`config.mk`:
```
export PLATFORM = sky130hd
export DESIGN_NAME = ds1302_time_ctrl
export DESIGN_NICKNAME = d
export VERILOG_FILES = /design/src/rtl/ds1302_pkg.sv /design/src/rtl/ds1302_bcd_check.sv /design/src/rtl/ds1302_time_ctrl.sv
export SDC_FILE = /design/constraint.sdc
export NUM_CORES = 1
export LEC_CHECK = 0
export CORE_MARGIN = 2
export CORE_UTILIZATION = 45
export CTS_BUF_LIST = sky130_fd_sc_hd__clkbuf_2 sky130_fd_sc_hd__clkbuf_4 sky130_fd_sc_hd__clkbuf_8
export DETAILED_ROUTE_END_ITERATION = 7
export HOLD_SLACK_MARGIN = 0.03
export PLACE_DENSITY_LB_ADDON = 0.08
export SLEW_MARGIN = 25
export SYNTH_ARGS = -nofsm -noshare
export SYNTH_HDL_FRONTEND = slang
export SYNTH_SLANG_ARGS = --single-unit
```
`constraint.sdc`:
```
create_clock -name ds1302_clk -period 3.3 [get_ports ds1302_clk]
set_clock_uncertainty 0.05 [all_clocks]
set_input_delay 0.495 -clock ds1302_clk [delete_from_list [all_inputs] [get_ports ds1302_clk]]
set_output_delay 0.495 -clock ds1302_clk [all_outputs]
set_load 0.05 [all_outputs]
```
`src/rtl/ds1302_pkg.sv`:
```
// ============================================================================
//  Module      : ds1302_pkg
//  Description : Shared command bytes, register masks and sequencer state
//                encoding for the DS1302 time controller.
//  Revision    : 1.0  initial release
// ============================================================================
`default_nettype none

package ds1302_pkg;

    // Command bytes (write form; OR with RD_BIT for the read form)
    localparam logic [7:0] SEC_W     = 8'h80;
    localparam logic [7:0] MIN_W     = 8'h82;
    localparam logic [7:0] HOUR_W    = 8'h84;
    localparam logic [7:0] WP_W      = 8'h8E;
    localparam logic [7:0] WP_ON     = 8'h80;
    localparam logic [7:0] WP_OFF    = 8'h00;
    localparam logic [7:0] RD_BIT    = 8'h01;

    // Register masks: CH bit out of seconds, 12/24 h bits out of hours
    localparam logic [7:0] SEC_MASK  = 8'h7F;
    localparam logic [7:0] MIN_MASK  = 8'h7F;
    localparam logic [7:0] HOUR_MASK = 8'h3F;

    // Sequencer state encoding
    localparam logic [2:0] ST_WAIT     = 3'd0;
    localparam logic [2:0] ST_WR_ISSUE = 3'd1;
    localparam logic [2:0] ST_WR_ACK   = 3'd2;
    localparam logic [2:0] ST_RD_ISSUE = 3'd3;
    localparam logic [2:0] ST_RD_ACK   = 3'd4;
    localparam logic [2:0] ST_UPDATE   = 3'd5;

    typedef enum logic [2:0] {
        S_WAIT     = ST_WAIT,
        S_WR_ISSUE = ST_WR_ISSUE,
        S_WR_ACK   = ST_WR_ACK,
        S_RD_ISSUE = ST_RD_ISSUE,
        S_RD_ACK   = ST_RD_ACK,
        S_UPDATE   = ST_UPDATE
    } state_t;

    localparam logic [2:0] WR_LAST_STEP = 3'd4;
    localparam logic [2:0] RD_LAST_STEP = 3'd2;

    // Read command for a poll step: seconds, minutes, then hours
    function automatic logic [7:0] rd_cmd(input logic [2:0] step);
        case (step)
            3'd0:    rd_cmd = SEC_W  | RD_BIT;
            3'd1:    rd_cmd = MIN_W  | RD_BIT;
            default: rd_cmd = HOUR_W | RD_BIT;
        endcase
    endfunction

endpackage

`default_nettype wire

```
`src/rtl/ds1302_bcd_check.sv`:
```
// ============================================================================
//  Module      : ds1302_bcd_check
//  Description : Combinational validator for a BCD hh:mm:ss triple
//                (both nibbles 0-9, hour <= 23, minute/second <= 59).
//  Revision    : 1.0  initial release
// ============================================================================
`default_nettype none

module ds1302_bcd_check (
    input  logic [7:0] i_hour,
    input  logic [7:0] i_min,
    input  logic [7:0] i_sec,
    output logic       o_valid
);

    // With both nibbles <= 9 a plain byte compare is a decimal compare
    function automatic logic field_ok(input logic [7:0] v, input logic [7:0] max_v);
        field_ok = (v[7:4] <= 4'd9) && (v[3:0] <= 4'd9) && (v <= max_v);
    endfunction

    assign o_valid = field_ok(i_hour, 8'h23) && field_ok(i_min, 8'h59) && field_ok(i_sec, 8'h59);

endmodule

`default_nettype wire

```
`src/rtl/ds1302_time_ctrl.sv`:
```
// ============================================================================
//  Module      : ds1302_time_ctrl
//  Description : Transaction sequencer ahead of the DS1302 byte converter.
//                Initialises the RTC, polls hh:mm:ss at a fixed interval and
//                services user set-time requests.
//  Revision    : 1.0  initial release
// ============================================================================
`default_nettype none

module ds1302_time_ctrl
    import ds1302_pkg::*;
#(
    parameter int unsigned READ_INTERVAL = 25_000_000,
    parameter logic [7:0]  INIT_HOUR     = 8'h12,
    parameter logic [7:0]  INIT_MIN      = 8'h00,
    parameter logic [7:0]  INIT_SEC      = 8'h00
) (
    input  logic       ds1302_clk,
    input  logic       ds1302_rst_n,
    input  logic       set_req,
    input  logic [7:0] set_hour,
    input  logic [7:0] set_min,
    input  logic [7:0] set_sec,
    output logic       set_err,
    output logic [7:0] ds1302_write_addr,
    output logic [7:0] ds1302_write_data,
    output logic       ds1302_write_en,
    input  logic       ds1302_write_ack,
    output logic [7:0] ds1302_read_addr,
    input  logic [7:0] ds1302_read_data,
    output logic       ds1302_read_en,
    input  logic       ds1302_read_ack,
    output logic [7:0] time_hour,
    output logic [7:0] time_min,
    output logic [7:0] time_sec,
    output logic       time_valid,
    output logic       busy
);

    localparam int unsigned   CW       = (READ_INTERVAL > 1) ? $clog2(READ_INTERVAL) : 1;
    localparam logic [CW-1:0] CNT_LAST = CW'(READ_INTERVAL - 1);

    state_t        state_q, state_d;
    logic [2:0]    step_q, step_d;
    logic [CW-1:0] cnt_q, cnt_d;
    logic          pend_q, pend_d;
    logic [7:0]    pend_hour_q, pend_hour_d, pend_min_q, pend_min_d, pend_sec_q, pend_sec_d;
    logic [7:0]    wr_hour_q, wr_hour_d, wr_min_q, wr_min_d, wr_sec_q, wr_sec_d;
    logic [7:0]    sh_hour_q, sh_hour_d, sh_min_q, sh_min_d, sh_sec_q, sh_sec_d;
    logic [7:0]    write_addr_q, write_addr_d, write_data_q, write_data_d;
    logic          write_en_q, write_en_d;
    logic [7:0]    read_addr_q, read_addr_d;
    logic          read_en_q, read_en_d;
    logic [7:0]    time_hour_q, time_hour_d, time_min_q, time_min_d, time_sec_q, time_sec_d;
    logic          time_valid_q, time_valid_d;
    logic          busy_q, busy_d;
    logic          set_err_q, set_err_d;
    logic          set_taken;
    logic          w_set_ok;

    ds1302_bcd_check u_bcd_check (
        .i_hour  (set_hour),
        .i_min   (set_min),
        .i_sec   (set_sec),
        .o_valid (w_set_ok)
    );

    // Next-state, converter handshake, poll capture and set-request latching
    always_comb begin
        state_d      = state_q;
        step_d       = step_q;
        cnt_d        = '0;
        pend_d       = pend_q;
        pend_hour_d  = pend_hour_q;
        pend_min_d   = pend_min_q;
        pend_sec_d   = pend_sec_q;
        wr_hour_d    = wr_hour_q;
        wr_min_d     = wr_min_q;
        wr_sec_d     = wr_sec_q;
        sh_hour_d    = sh_hour_q;
        sh_min_d     = sh_min_q;
        sh_sec_d     = sh_sec_q;
        write_addr_d = write_addr_q;
        write_data_d = write_data_q;
        write_en_d   = write_en_q;
        read_addr_d  = read_addr_q;
        read_en_d    = read_en_q;
        time_hour_d  = time_hour_q;
        time_min_d   = time_min_q;
        time_sec_d   = time_sec_q;
        time_valid_d = 1'b0;
        set_err_d    = 1'b0;
        set_taken    = 1'b0;

        case (state_q)
            S_WAIT: begin
                if (pend_q) begin
                    // A valid request landing on the consuming cycle wins (last wins)
                    state_d = S_WR_ISSUE;
                    step_d  = 3'd0;
                    pend_d  = 1'b0;
                    if (set_req && w_set_ok) begin
                        set_taken = 1'b1;
                        wr_hour_d = set_hour;
                        wr_min_d  = set_min;
                        wr_sec_d  = set_sec;
                    end else begin
                        wr_hour_d = pend_hour_q;
                        wr_min_d  = pend_min_q;
                        wr_sec_d  = pend_sec_q;
                    end
                end else if (cnt_q == CNT_LAST) begin
                    state_d = S_RD_ISSUE;
                    step_d  = 3'd0;
                end else begin
                    cnt_d = cnt_q + CW'(1);
                end
            end
            S_WR_ISSUE: begin
                write_en_d = 1'b1;
                state_d    = S_WR_ACK;
                case (step_q)
                    3'd0: begin write_addr_d = WP_W;   write_data_d = WP_OFF;                end
                    3'd1: begin write_addr_d = HOUR_W; write_data_d = wr_hour_q & HOUR_MASK; end
                    3'd2: begin write_addr_d = MIN_W;  write_data_d = wr_min_q  & MIN_MASK;  end
                    3'd3: begin write_addr_d = SEC_W;  write_data_d = wr_sec_q  & SEC_MASK;  end
                    default: begin write_addr_d = WP_W; write_data_d = WP_ON;                end
                endcase
            end
            S_WR_ACK: begin
                if (ds1302_write_ack) begin
                    write_en_d = 1'b0;
                    if (step_q == WR_LAST_STEP) begin
                        state_d = S_RD_ISSUE;
                        step_d  = 3'd0;
                    end else begin
                        state_d = S_WR_ISSUE;
                        step_d  = step_q + 3'd1;
                    end
                end
            end
            S_RD_ISSUE: begin
                read_addr_d = rd_cmd(step_q);
                read_en_d   = 1'b1;
                state_d     = S_RD_ACK;
            end
            S_RD_ACK: begin
                if (ds1302_read_ack) begin
                    read_en_d = 1'b0;
                    case (step_q)
                        3'd0:    sh_sec_d  = ds1302_read_data & SEC_MASK;
                        3'd1:    sh_min_d  = ds1302_read_data & MIN_MASK;
                        default: sh_hour_d = ds1302_read_data & HOUR_MASK;
                    endcase
                    if (step_q == RD_LAST_STEP) begin
                        state_d = S_UPDATE;
                    end else begin
                        state_d = S_RD_ISSUE;
                        step_d  = step_q + 3'd1;
                    end
                end
            end
            S_UPDATE: begin
                time_hour_d  = sh_hour_q;
                time_min_d   = sh_min_q;
                time_sec_d   = sh_sec_q;
                time_valid_d = 1'b1;
                state_d      = S_WAIT;
            end
            default: begin
                state_d = S_WR_ISSUE;
                step_d  = 3'd0;
            end
        endcase

        if (set_req) begin
            if (!w_set_ok) begin
                set_err_d = 1'b1;
            end else if (!set_taken) begin
                pend_d      = 1'b1;
                pend_hour_d = set_hour;
                pend_min_d  = set_min;
                pend_sec_d  = set_sec;
            end
        end

        busy_d = (state_d == S_WR_ISSUE) || (state_d == S_WR_ACK);
    end

    // State and output registers; reset restarts the init write sequence
    always_ff @(posedge ds1302_clk or negedge ds1302_rst_n) begin
        if (!ds1302_rst_n) begin
            state_q      <= S_WR_ISSUE;
            step_q       <= 3'd0;
            cnt_q        <= '0;
            pend_q       <= 1'b0;
            pend_hour_q  <= 8'h00;
            pend_min_q   <= 8'h00;
            pend_sec_q   <= 8'h00;
            wr_hour_q    <= INIT_HOUR;
            wr_min_q     <= INIT_MIN;
            wr_sec_q     <= INIT_SEC;
            sh_hour_q    <= 8'h00;
            sh_min_q     <= 8'h00;
            sh_sec_q     <= 8'h00;
            write_addr_q <= 8'h00;
            write_data_q <= 8'h00;
            write_en_q   <= 1'b0;
            read_addr_q  <= 8'h00;
            read_en_q    <= 1'b0;
            time_hour_q  <= 8'h00;
            time_min_q   <= 8'h00;
            time_sec_q   <= 8'h00;
            time_valid_q <= 1'b0;
            busy_q       <= 1'b0;
            set_err_q    <= 1'b0;
        end else begin
            state_q      <= state_d;
            step_q       <= step_d;
            cnt_q        <= cnt_d;
            pend_q       <= pend_d;
            pend_hour_q  <= pend_hour_d;
            pend_min_q   <= pend_min_d;
            pend_sec_q   <= pend_sec_d;
            wr_hour_q    <= wr_hour_d;
            wr_min_q     <= wr_min_d;
            wr_sec_q     <= wr_sec_d;
            sh_hour_q    <= sh_hour_d;
            sh_min_q     <= sh_min_d;
            sh_sec_q     <= sh_sec_d;
            write_addr_q <= write_addr_d;
            write_data_q <= write_data_d;
            write_en_q   <= write_en_d;
            read_addr_q  <= read_addr_d;
            read_en_q    <= read_en_d;
            time_hour_q  <= time_hour_d;
            time_min_q   <= time_min_d;
            time_sec_q   <= time_sec_d;
            time_valid_q <= time_valid_d;
            busy_q       <= busy_d;
            set_err_q    <= set_err_d;
        end
    end

    assign ds1302_write_addr = write_addr_q;
    assign ds1302_write_data = write_data_q;
    assign ds1302_write_en   = write_en_q;
    assign ds1302_read_addr  = read_addr_q;
    assign ds1302_read_en    = read_en_q;
    assign time_hour         = time_hour_q;
    assign time_min          = time_min_q;
    assign time_sec          = time_sec_q;
    assign time_valid        = time_valid_q;
    assign busy              = busy_q;
    assign set_err           = set_err_q;

endmodule

`default_nettype wire

```
# ---- After elaboration in Yosys (flattened, before gate mapping)
# Cells that the tools add are included.
dict set report op_classes {
  add_sub_neg 2
  order_cmp 9
  eq_ne 16
  mux 37
  n_bitwise 3
  n_reduce_logical 24
}
# cell count
set op_table {}
lappend op_table {{$mux W25} 3}
lappend op_table {{$mux W3} 11}
lappend op_table {{$pmux W8 S4} 1}
lappend op_table {{$add A25 B1 Y25 const B} 1}
lappend op_table {{$eq A25 B25 Y1 const B} 1}
lappend op_table {{$le A4 B4 Y1 const B} 6}
lappend op_table {{$pmux W3 S6} 1}
lappend op_table {{$le A8 B7 Y1 const B} 2}
lappend op_table {{$eq A3 B2 Y1 const B} 5}
lappend op_table {{$mux W7} 2}
lappend op_table {{$mux W1} 12}
lappend op_table {{$pmux W3 S4} 1}
lappend op_table {{$pmux W4 S3} 1}
lappend op_table {{$reduce_and A3 Y1} 4}
lappend op_table {{$eq A3 B1 Y1 const B} 3}
lappend op_table {{$eq A3 B3 Y1 const B} 3}
lappend op_table {{$logic_and A1 B1 Y1} 9}
lappend op_table {{$le A8 B6 Y1 const B} 1}
lappend op_table {{$logic_not A3 Y1} 2}
lappend op_table {{$mux W6} 1}
lappend op_table {{$ne A2 B2 Y1 const B} 3}
lappend op_table {{$pmux W3 S2} 1}
lappend op_table {{$reduce_and A2 Y1} 3}
lappend op_table {{$reduce_and A5 Y1} 1}
lappend op_table {{other kinds (9)} 13}
dict set report totals {
  reg_bits 141
  input_bits 37
  out_inout_bits 53
  word_cells 115
}

# ---- Logic depth before layout (Yosys ltp)
dict set report depth {
  ltp_word 12
  depth_mapped 8
  depth_no_buf 7
}

# ---- Modules after synthesis
# From an unflattened synthesis, not the netlist that was laid out.
dict set report unflattened {
  cells_unflattened 495
  area_unflattened_um2 5876.9
}
# module instances cells_each area_per_inst_um2 seq_area_each_um2
set by_module_without_submodules {}
lappend by_module_without_submodules {ds1302_time_ctrl 1 487 5819.3 3306.9}
lappend by_module_without_submodules {ds1302_bcd_check 1 8 57.6 0.0}

# ---- Worst setup path after synthesis
# No wires, ideal clock.
dict set report synth_timing {
  path_kind {input-to-reg}
  start {in set_hour[7]}
  end {reg pend_hour_q[0]}
  setup_time_ns 0.125
  arrival_time_ns 1.976
  t_required_ns 3.125
  slack_ns 1.149
  path_stages 7
  path_buffers 2
  path_cell_list {nor4_1 -> nand3_1 -> or3_1 -> clkbuf_1 -> nor2_1 -> buf_2 -> mux2_2}
}
dict set report synth_between {
  elab_chain_cells 11
  word_cells_on_any_way 12
  classes_between {order compare: 2; mux: 3; bitwise: 1; reduce/logical: 6}
}
# item line
set synth_rtl {}
lappend synth_rtl {{start: declaration} ds1302_time_ctrl.sv:21} ;# input logic [7:0] set_hour,
lappend synth_rtl {{branches (longest 2 deep; another with $le A8 B6 Y1)} --}
lappend synth_rtl {{$logic_and A1 B1 Y1 (*)} ds1302_bcd_check.sv:18} ;# field_ok = (v[7:4] <= 4'd9) && (v[3:0] <= 4'd9) && (v <= max_v);
lappend synth_rtl {{$logic_and A1 B1 Y1 (*) (2 in a row)} ds1302_bcd_check.sv:21} ;# assign o_valid = field_ok(i_hour, 8'h23) && field_ok(i_min, 8'h59) && field_ok(i_sec, 8'h59);
lappend synth_rtl {{$logic_and A1 B1 Y1} ds1302_time_ctrl.sv:102} ;# if (set_req && w_set_ok) begin
lappend synth_rtl {{$mux W1} ds1302_time_ctrl.sv:102}
lappend synth_rtl {{$mux W1} ds1302_time_ctrl.sv:97} ;# if (pend_q) begin
lappend synth_rtl {{$mux W1} ds1302_time_ctrl.sv:95} ;# case (state_q)
lappend synth_rtl {{$not A1 Y1 (no line)} --}
lappend synth_rtl {{$reduce_and A3 Y1 (no line) (*)} --}
lappend synth_rtl {{end signal: assignment} ds1302_time_ctrl.sv:222} ;# pend_hour_q <= pend_hour_d;
lappend synth_rtl {{end: declaration} ds1302_time_ctrl.sv:47} ;# logic [7:0] pend_hour_q, pend_hour_d, pend_min_q, pend_min_d, pend_sec_q, pend_sec_d;
# Mark *: on every way between the ends.
# A chain may end at the register's enable or synchronous reset.

# ---- Final worst setup path
dict set report layout_timing {
  start {in set_sec[2]}
  end {reg pend_sec_q[2]}
}
dict set report layout_between {
  elab_chain_cells 10
  word_cells_on_any_way 11
  classes_between {order compare: 2; mux: 3; bitwise: 1; reduce/logical: 5}
}
# item line
set layout_rtl {}
lappend layout_rtl {{start: declaration} ds1302_time_ctrl.sv:23} ;# input logic [7:0] set_sec,
lappend layout_rtl {{branches (longest 10 deep; another with $le A8 B7 Y1)} --}
lappend layout_rtl {{end signal: assignment} ds1302_time_ctrl.sv:224} ;# pend_sec_q <= pend_sec_d;
lappend layout_rtl {{end: declaration} ds1302_time_ctrl.sv:47}
# Parallel ways; which one is timed is not known.

==> metrics.md <==
| Metric | Value |
|---|---|
| Outcome | completed |
| Power per cell area | 785 nW/um^2 |
| Syn avg cell area | 11.7 sq um |
| Met2 wire length | 5620 um |
| # DRC | 0 |
| Sequential area share after synthesis | 0.569 |
| Final worst path period share | 0.699 |
| Distinct cell type count after synthesis | 45 |
| Area after DPL | 6700 sq um |
| CP arrival | 2.58 ns |
| Antenna diodes | 0 |
| Clk pin slew, worst setup/hold paths | 0.07 ns |
| Worst Path Class, Setup | in -> reg |
| CTS root buf | clkbuf_8 |
| GPL Wtd Cong | 0.786 |
| Vias in the first global route | 3955 |
| Worst hold start | ds1302_write_addr[7] |
| Worst endpoint required time | 3.57 ns |
| Buffers on Ports | 76 |
| Routed Antenna Nets | 0 |
| Design area | 7110 sq um |
| Total GRT Usage | 0.183 |
| Crit-path max FO | 19 |
| Dpl ws | 0.456 ns |
| Worst skew pair latency | 0.45 ns |
| Via/cell ratio | 5.05 |
| Standard-cell rows | 41 |
| Synthesis warning total | 0 |
| Async SR Flop Fraction | 1.00 |
| P_leak | 3.34 nW |
| Min Tclk post-route | 2.31 ns |
| Maximum VDD drop | 0.000312 V |
| Pint | 0.00356 W |
| CTS resizes | 0 |
| Fin. Hold Viols | 0 |
| First-pass iteration count of the detailed router | 5 |
| Hold Crit Class | reg -> reg |
| Setup crit end kind | flip-flop |
| Gr ovfl total | 0 |
| WL/cell | 15.4 um |
| Relative slew slack | 0.380 |
| Die W | 118 um |
| Vias | 3847 |
| Nets | 620 |
| Reg-to-reg critical path endpoint | cnt_q[15] |
| Measured slew at the worst slew-check pin | 0.928 ns |
| Largest net degree at the start of global routing | 89 |
| Clk buf depth | 2 |
| Cells after synthesis | 497 |
| Yosys reg bits | 132 |
| CTS Buf Count | 17 |
| H-Tree Level Count | 4 |
| Metal-1 WL | 5400 um |
| Final HPWL DP | 7930 um |
| Initial antenna violation count | 0 |
| Met3 wire len | 537 um |
| CTS Sinks | 132 |
| Placeable Area | 12600 sq um |
| Clk network pwr share | 0.245 |
| Synth Cell Area | 5810 sq um |
| Die Y | 118 um |
| # setup viols final | 0 |
| Psw | 0.00203 W |
| Layout cells sized above 1 | 0.192 |
| Unrepaired setup endpoints after global routing | false |
| Worst Hold Depth | 1 |
| Routed WL | 11700 um |
| Number of enable flip-flop cells after synthesis | 0 |
| Synth Flop Type | dfrtp_1 |
| Final setup margin | 0.993 ns |
| Worst r2r path cells | 6 |
| Sw frac | 0.363 |
| First-pass GRT wire length | 19900 um |
| Starting DRT DRC Count | 150 |
| I/O pins | 90 |
| Setup TNS | 0 ns |
| Fin. max-slew vios | 0 |
| Initial Util | 0.461 |
| Reg-to-reg slack, setup | 1.01 ns |
| Max Used Layer | met4 |
| Hold endpoint | ds1302_write_addr[7] |
| Gate power share | 0.334 |
| Synthesis-to-finish area growth | 22.4% |
| Achievable Freq | 433 MHz |
| Startpoint Class | input port |
| Max_cap viols | 0 |
| Sequential power share | 0.420 |
| Die footprint | 13800 sq um |
| Clock tree from TritonCTS | done |
| Reg-to-reg startpoint | cnt_q[0] |
## stage by stage
step / instances / power [W] / hold slack, ns / utilization
finish: 762 / 0.00559 / 0.418 / 0.564
global placement: 729 / 0.00421 / 0.399 / 0.531
CTS: 762 / 0.00565 / 0.422 / 0.564
floorplan: 508 / 0.00368 / 0.149 / -
global route: 762 / 0.00592 / 0.462 / 0.564
detailed placement: 729 / 0.00426 / 0.402 / 0.531
## per-layer routing
metal / track usage / up-vias
li1: - / 1862
met1: 0.239 / 1889
met2: 0.290 / 82
met3: 0.0533 / 14
met4: 0.0648 / 0
met5: 0 / -
## power by group through the flow
stage	combinational (W)	clock (W)	sequential, W
after floorplan	0.000860	0	0.00282
after global placement	0.00185	0	0.00236
after detailed placement	0.00188	0	0.00238
after CTS	0.00189	0.00140	0.00235
after global routing	0.00202	0.00149	0.00241
final	0.00187	0.00137	0.00235
## sequential cells by signal (all words and copies together) (netlist names), 4 cells and up
signal             count
cnt_q                 25
ds1302_write_addr      4
ds1302_write_data      8
pend_hour_q            6
pend_min_q             7
pend_sec_q             7
sh_hour_q              6
sh_min_q               7
sh_sec_q               7
time_hour              6
time_min               7
time_sec               7
wr_hour_q              6
wr_min_q               7
wr_sec_q               7
## worst max-delay path by stage
stage | startpoint | end | slack [ns] | cells past startpoint
2_1_floorplan | set_hour[7] | pend_hour_q[0] | 1.15 | 7
3_3_place_gp | set_sec[1] | pend_sec_q[2] | 0.48 | 7
3_5_place_dp | set_sec[1] | pend_sec_q[2] | 0.46 | 7
4_1_cts | set_sec[1] | pend_hour_q[2] | 0.94 | 7
5_1_grt | set_sec[1] | pend_sec_q[2] | 0.81 | 7
6_report | set_sec[2] | pend_sec_q[2] | 0.99 | 7
## worst max-delay path: stages
cell,delay [ns]
clkdlybuf4s50_1,0.44
o21ai_0,0.28
nand3_1,0.13
or3_1,0.39
nor2_1,0.15
buf_4,0.31
mux2_2,0.37
## kinds of logic (layout without fill, tap and decap cells)
logic type | count (synthesis) | count (layout) | share of synthesized area
AOI/OAI and AO/OA | 63 | 63 | 0.0671
xor gates and xnor gates | 24 | 24 | 0.0362
adders and majority gates | 6 | 6 | 0.0129
buffers and inverters | 46 | 128 | 0.0413
DFF | 132 | 132 | 0.569
muxes | 82 | 82 | 0.154
other | 1 | 12 | 0.000645
and+or+nand+nor | 143 | 143 | 0.119
## layout by cell type (no fill, tap or decap), types with 6 or more instances in the layout
cell,synthesis,layout
mux2_2,61,61
clkbuf_4,0,7
xor2_1,16,16
mux2i_1,21,21
clkdlybuf4s50_1,0,75
nand2b_1,7,7
nand2_1,27,27
nand3_1,15,15
conb_1,1,12
xnor2_1,8,8
buf_4,13,7
clkbuf_8,0,20
a21oi_1,26,26
a222oi_1,6,6
nand4_1,7,7
dfrtp_1,129,129
ha_1,6,6
inv_1,11,11
o21ai_0,17,17
nor4_1,7,7
nor2_1,57,57
## synth_stat cells, drive strengths merged, types with 11 or more instances
library cell	number	share of area
dfrtp	129	0.56
buf	20	0.025
o21ai	17	0.015
nand3	15	0.013
inv	11	0.0071
mux2i	21	0.036
mux2	61	0.12
xor2	16	0.024
a21oi	26	0.022
nor2	57	0.037
nand2	28	0.019
clkbuf	14	0.0090
## what timing repair did
item,CTS,global route
buffers inserted,0,0
hold endpoints to repair,43,0
hold buffers,1,0
## final cells by class
| type | instances | area (sq um) |
|---|---|---|
| Fill cell | 1107 | 5510 |
| Sequential cell | 132 | 3310 |
| Multi-Input combinational cell | 330 | 2310 |
| Timing Repair Buffer | 84 | 833 |
| Clock buffer | 27 | 328 |
| Tap cell | 172 | 215 |
| Clock inverter | 5 | 77.6 |
| Inverter | 12 | 45.0 |
Power figures use the tool's default switching activity.
